===== config.mk =====
export PLATFORM = sky130hd
export DESIGN_NAME = div_unit
export DESIGN_NICKNAME = d
export VERILOG_FILES = /design/src/rtl/div_unit_pkg.sv /design/src/rtl/div_unit_div_step.sv /design/src/rtl/div_unit.sv
export SDC_FILE = /design/constraint.sdc
export NUM_CORES = 1
export LEC_CHECK = 0
export BUFFER_PORTS_ARGS = -buffer_cell sky130_fd_sc_hd__buf_4
export CAP_MARGIN = 10
export CORE_ASPECT_RATIO = 1.2
export CORE_MARGIN = 8
export CORE_UTILIZATION = 45
export DETAILED_ROUTE_END_ITERATION = 16
export SETUP_SLACK_MARGIN = 0.5
export SLEW_MARGIN = 20
export SYNTH_ARGS = -nofsm -noshare
export SYNTH_HDL_FRONTEND = slang
export SYNTH_SLANG_ARGS = --single-unit

===== constraint.sdc =====
create_clock -name clk -period 6.2 [get_ports clk]
set_input_delay 0.31 -clock clk [delete_from_list [all_inputs] [get_ports clk]]
set_output_delay 0.31 -clock clk [all_outputs]
set_load 0.05 [all_outputs]

===== src/rtl/div_unit_pkg.sv =====
// Shared types and constants for the iterative divider: ALU control codes,
// FSM state encoding, iteration counter width and a conditional-negate helper.
package div_unit_pkg;

    localparam logic [7:0] EXE_DIV_OP  = 8'b0001_1010;
    localparam logic [7:0] EXE_DIVU_OP = 8'b0001_1011;
    localparam logic [7:0] EXE_ADDU_OP = 8'b0010_0001;

    localparam int CNT_W = 5;

    typedef enum logic [1:0] {
        IDLE = 2'd0,
        BUSY = 2'd1,
        DONE = 2'd2
    } div_state_t;

    function automatic logic [31:0] neg_if(input logic [31:0] v, input logic en);
        return en ? (32'd0 - v) : v;
    endfunction

endpackage


===== src/rtl/div_unit_div_step.sv =====
// One restoring division iteration: shift {rem, quo} left, trial-subtract
// the divisor, keep the difference and set the quotient LSB when it fits.
module div_step (
    input  logic [31:0] rem,
    input  logic [31:0] quo,
    input  logic [31:0] divisor,
    output logic [31:0] rem_next,
    output logic [31:0] quo_next
);

    logic [32:0] shifted;
    logic [33:0] trial;

    assign shifted  = {rem, quo[31]};
    // Extra top bit acts as the borrow/sign of the 33-bit trial subtract.
    assign trial    = {1'b0, shifted} - {2'b00, divisor};
    assign rem_next = trial[33] ? shifted[31:0] : trial[31:0];
    assign quo_next = {quo[30:0], ~trial[33]};

endmodule


===== src/rtl/div_unit.sv =====
// Iterative 32-bit signed/unsigned divider for the execute stage; stalls the
// pipeline for 33 cycles and presents {remainder, quotient} for HI/LO.
module div_unit
    import div_unit_pkg::*;
(
    input  logic        clk,
    input  logic        rst,
    input  logic [7:0]  alucontrolE,
    input  logic        validE,
    input  logic        hold,
    input  logic        flush,
    input  logic [31:0] a,
    input  logic [31:0] b,
    output logic        div_stall,
    output logic        div_done,
    output logic [63:0] div_result
);

    div_state_t       state, state_next;
    logic [CNT_W-1:0] cnt;
    logic [31:0]      rem_r, quo_r, divisor_r;
    logic [31:0]      rem_next, quo_next;
    logic             sa_r, sb_r, signed_r;
    logic             is_div, signed_op, last_iter;
    logic [31:0]      a_mag, b_mag;

    assign signed_op = (alucontrolE == EXE_DIV_OP);
    assign is_div    = validE & ((alucontrolE == EXE_DIV_OP) | (alucontrolE == EXE_DIVU_OP));
    assign a_mag     = neg_if(a, signed_op & a[31]);
    assign b_mag     = neg_if(b, signed_op & b[31]);
    assign last_iter = (state == BUSY) && (cnt == {CNT_W{1'b1}});

    assign div_stall = ~flush & (((state == IDLE) & is_div) | (state == BUSY));
    assign div_done  = (state == DONE);

    div_step u_step (
        .rem      (rem_r),
        .quo      (quo_r),
        .divisor  (divisor_r),
        .rem_next (rem_next),
        .quo_next (quo_next)
    );

    always_ff @(posedge clk) begin
        if (rst) state <= IDLE;
        else     state <= state_next;
    end

    always_comb begin
        state_next = state;
        case (state)
            IDLE:    if (is_div)    state_next = BUSY;
            BUSY:    if (last_iter) state_next = DONE;
            DONE:    if (!hold)     state_next = IDLE;
            default:                state_next = IDLE;
        endcase
        if (flush) state_next = IDLE;
    end

    always_ff @(posedge clk) begin
        if (rst) begin
            cnt        <= '0;
            div_result <= 64'h0;
        end else begin
            if (state == BUSY) cnt <= cnt + 1'b1;
            else               cnt <= '0;
            // Sign correction is folded into the final-iteration write.
            if (last_iter && !flush)
                div_result <= {neg_if(rem_next, signed_r & sa_r),
                               neg_if(quo_next, signed_r & (sa_r ^ sb_r))};
        end
    end

    always_ff @(posedge clk) begin
        if (state == IDLE && is_div && !flush) begin
            rem_r     <= 32'd0;
            quo_r     <= a_mag;
            divisor_r <= b_mag;
            sa_r      <= a[31];
            sb_r      <= b[31];
            signed_r  <= signed_op;
        end else if (state == BUSY) begin
            rem_r <= rem_next;
            quo_r <= quo_next;
        end
    end

endmodule


==> metrics.md <==
| Metric | Value |
|---|---|
| DP HPWL | 26,700 microns |
| Max Cap Viol | 0 |
| Die X | 160 microns |
| Final wirelength | 34,200 microns |
| Per-cell routed wire length | 19.0 microns |
| Metal3 WL | 1130 microns |
| Depth of the worst register-to-register path | 16 |
| Clk root buf | clkbuf_16 |
| IO Count | 143 |
| Gpl congestion | 0.933 |
| Synth Flop Type | dfxtp_1 |
| Filler cells | 2,479 |
| Register area share after synthesis | 0.363 |
| Pwr per Cell Area | 250 nW/um^2 |
| Area of the multi-input gates | 6610 sq um |
| Status | finished, final reports clean |
| Synthesis-stage register bit count | 170 |
| Synth unique cells | 77 |
| Async SR Flop Fraction | 0 |
| # hold bufs at CTS | 0 |
| Clock Path Buffers | 2 |
| RSZ-0062 raised after global routing | no |
| Worst Path Arrival | 5630 ps |
| Grt total ovfl | 0 |
| Most frequent cells in the layout | nand2_1, buf_4, nor2_1 |
| Hold_sp | flush |
| Post-DRT Antenna Nets | 0 |
| Max Slew Vio Count | 0 |
| First-pass GRT wire length | 54,400 microns |
| Post-Syn Nets | 1,483 |
| Worst rel slew slack | 0.359 |
| CP max FO | 8 |
| Vias | 10,200 |
| Tightest Pin Transition | 961 ps |
| Ant. Diodes | 0 |
| Maximum vdd ir drop | 173 uV |
| IO buf count | 142 |
| Flop-to-flop setup slack | 920 ps |
| Maximum number of pins on one net before global-route repair | 96 |
| Antenna violations before repair | 0 |
| Vias per cell | 5.66 |
| Post-synthesis cell area | 11,200 sq um |
| Area contributors post-synth | dfxtp_1, edfxtp_1, xor2_1 |
| Avg Inst Size Synth | 8.21 sq um |
| Wire length on met1 | 13,900 microns |
| Routed length on met2 | 18,000 microns |
| Vias in the first global route | 10,300 |
| Most common cell after layout, fill and taps aside | nand2_1 |
| Post-synth top area share | 0.184 |
| Sinks on the clock net | 170 |
| Fmax | 189 MHz |
| Worst hold stages | 2 |
| H-tree depth reported by CTS | 4 |
| Cells after synthesis | 1,367 |
| Die ar. | 30,300 sq um |
| Min Tclk post-route | 5280 ps |
| Startpoint types | flop |
| Setup fix buffers added after clock tree synthesis | 0 |
| Yosys warns | 0 |
| Site Rows | 63 |
| Required @ worst endpoint | 6550 ps |
| Post-synth top area cell | dfxtp_1 |
| Post-synth EDFFs | 67 |
| Worst reg2reg path startpoint | rem_r[5] |
| Leakage | 5.13 nW |
| TritonCTS clock tree | yes |
| Critical path class | flop to flop |
| Layout Nets | 1,581 |
| Hold Slack | 79.9 ps |
| R2r endpoint | div_result[58] |
| Worst-Skew Late Latency | 440 ps |
| Max Used Layer | met4 |
| DR iter-0 viols | 642 |
| Worst Setup End Kind | flop |
| Setup Skew | 14.5 ps |
| Hold EP | state[0] |
| DR pass1 iterations | 5 |
| Reg area | 4070 sq um |
| DIE HEIGHT | 189 microns |
| Clock slew at reported path FFs | 70 ps |
| Post-CTS sizing | 0 |
| CTS Buf Count | 17 |
| Setup TNS Final | 0 ps |
| Initial core utilization | 0.456 |
| Residual DRC | 0 |
| Final Hold Vio Count | 0 |
| Final setup vio count | 0 |
| Part of the cycle the worst path needs | 0.851 |
| Core area | 24,600 sq um |
| HP Class | input pin to flop |
| P&R area growth vs syn | 16.3% |
| GRT Resource Usage Total | 0.224 |
| Share of layout cells above drive strength 1 | 0.142 |
where the power goes:
group / internal [W] / total, W / switching, W
logic: 0.000341 / 0.000949 / 0.000608
registers: 0.00120 / 0.00125 / 0.0000575
clock network: 0.000540 / 0.00106 / 0.000523
total: 0.00208 / 0.00327 / 0.00119
through the flow:
step	util	cell area, sq um	power [W]	std cells	setup WS [ps]
after floorplan	-	11200	0.00192	1367	806
after global placement	0.507	12500	0.00222	1771	1110
after detailed placement	0.507	12500	0.00222	1771	1010
after CTS	0.530	13000	0.00328	1803	996
after global routing	0.530	13000	0.00343	1803	533
final	0.530	13000	0.00327	1803	921
registers in the layout (all words and copies together) (netlist names):
signal and cells:
div_result 64, divisor_r 32, quo_r 32, rem_r 32
cnt 5, state 2, sa_r 1, sb_r 1
signed_r 1
logic make-up after synthesis:
kind of cell,after synthesis,synth area share
XOR/XNOR,134,0.105
AND/OR/NAND/NOR,491,0.209
AO/OA/AOI/OAI,383,0.213
multiplexers,19,0.0174
buffers and inverters,131,0.0481
adder cells (fa/ha/maj),39,0.0442
flip-flops,170,0.363
critical path: stages, from the launching register on:
cell and delay [ps]:
dfxtp_1 480, ha_1 360, a21oi_1 300, o21ai_1 160, a2bb2oi_1 380, a311oi_4 190
or2_1 330, o21ai_0 330, ha_1 280, or3b_2 470, or3_1 350, nor3_1 290
o2111ai_1 240, nor4b_1 460, a21oi_1 150, xnor2_1 160, a211oi_1 250
cell usage after synthesis, drive strengths merged (22+ instances only):
| cell type | instances |
|---|---|
| a211oi | 38 |
| a21oi | 95 |
| a31oi | 22 |
| clkbuf | 55 |
| dfxtp | 103 |
| edfxtp | 67 |
| ha | 38 |
| inv | 56 |
| nand2 | 162 |
| nand3 | 50 |
| nor2 | 122 |
| nor3 | 37 |
| o21ai | 123 |
| xnor2 | 59 |
| xor2 | 75 |
final cells by class:
cell class / count / area share
Inverter: 56 / 0.0163
Tap cell: 325 / 0.0312
Multi-Input combinational cell: 1066 / 0.507
Sequential cell: 170 / 0.312
Clock buffer: 18 / 0.0329
Clock inverter: 14 / 0.0117
Timing Repair Buffer: 154 / 0.0886
worst max-delay path by stage:
| stage | start | to | slack, ps | depth (start not counted) |
|---|---|---|---|---|
| floorplan | rem_r[7] | div_result[56] | 810 | 22 |
| global placement | divisor_r[26] | div_result[58] | 1110 | 17 |
| detailed placement | rem_r[5] | div_result[58] | 1010 | 16 |
| CTS | rem_r[5] | div_result[58] | 1000 | 16 |
| global route | rem_r[5] | div_result[56] | 530 | 16 |
| finish | rem_r[5] | div_result[58] | 920 | 16 |
per-layer routing:
layer / vias to the layer above / track usage
met1: 4786 / 0.249
li1: 5128 / -
met3: 59 / 0.0345
met4: 0 / 0.102
met5: - / 0
met2: 232 / 0.412
Power figures use the tool's default switching activity.
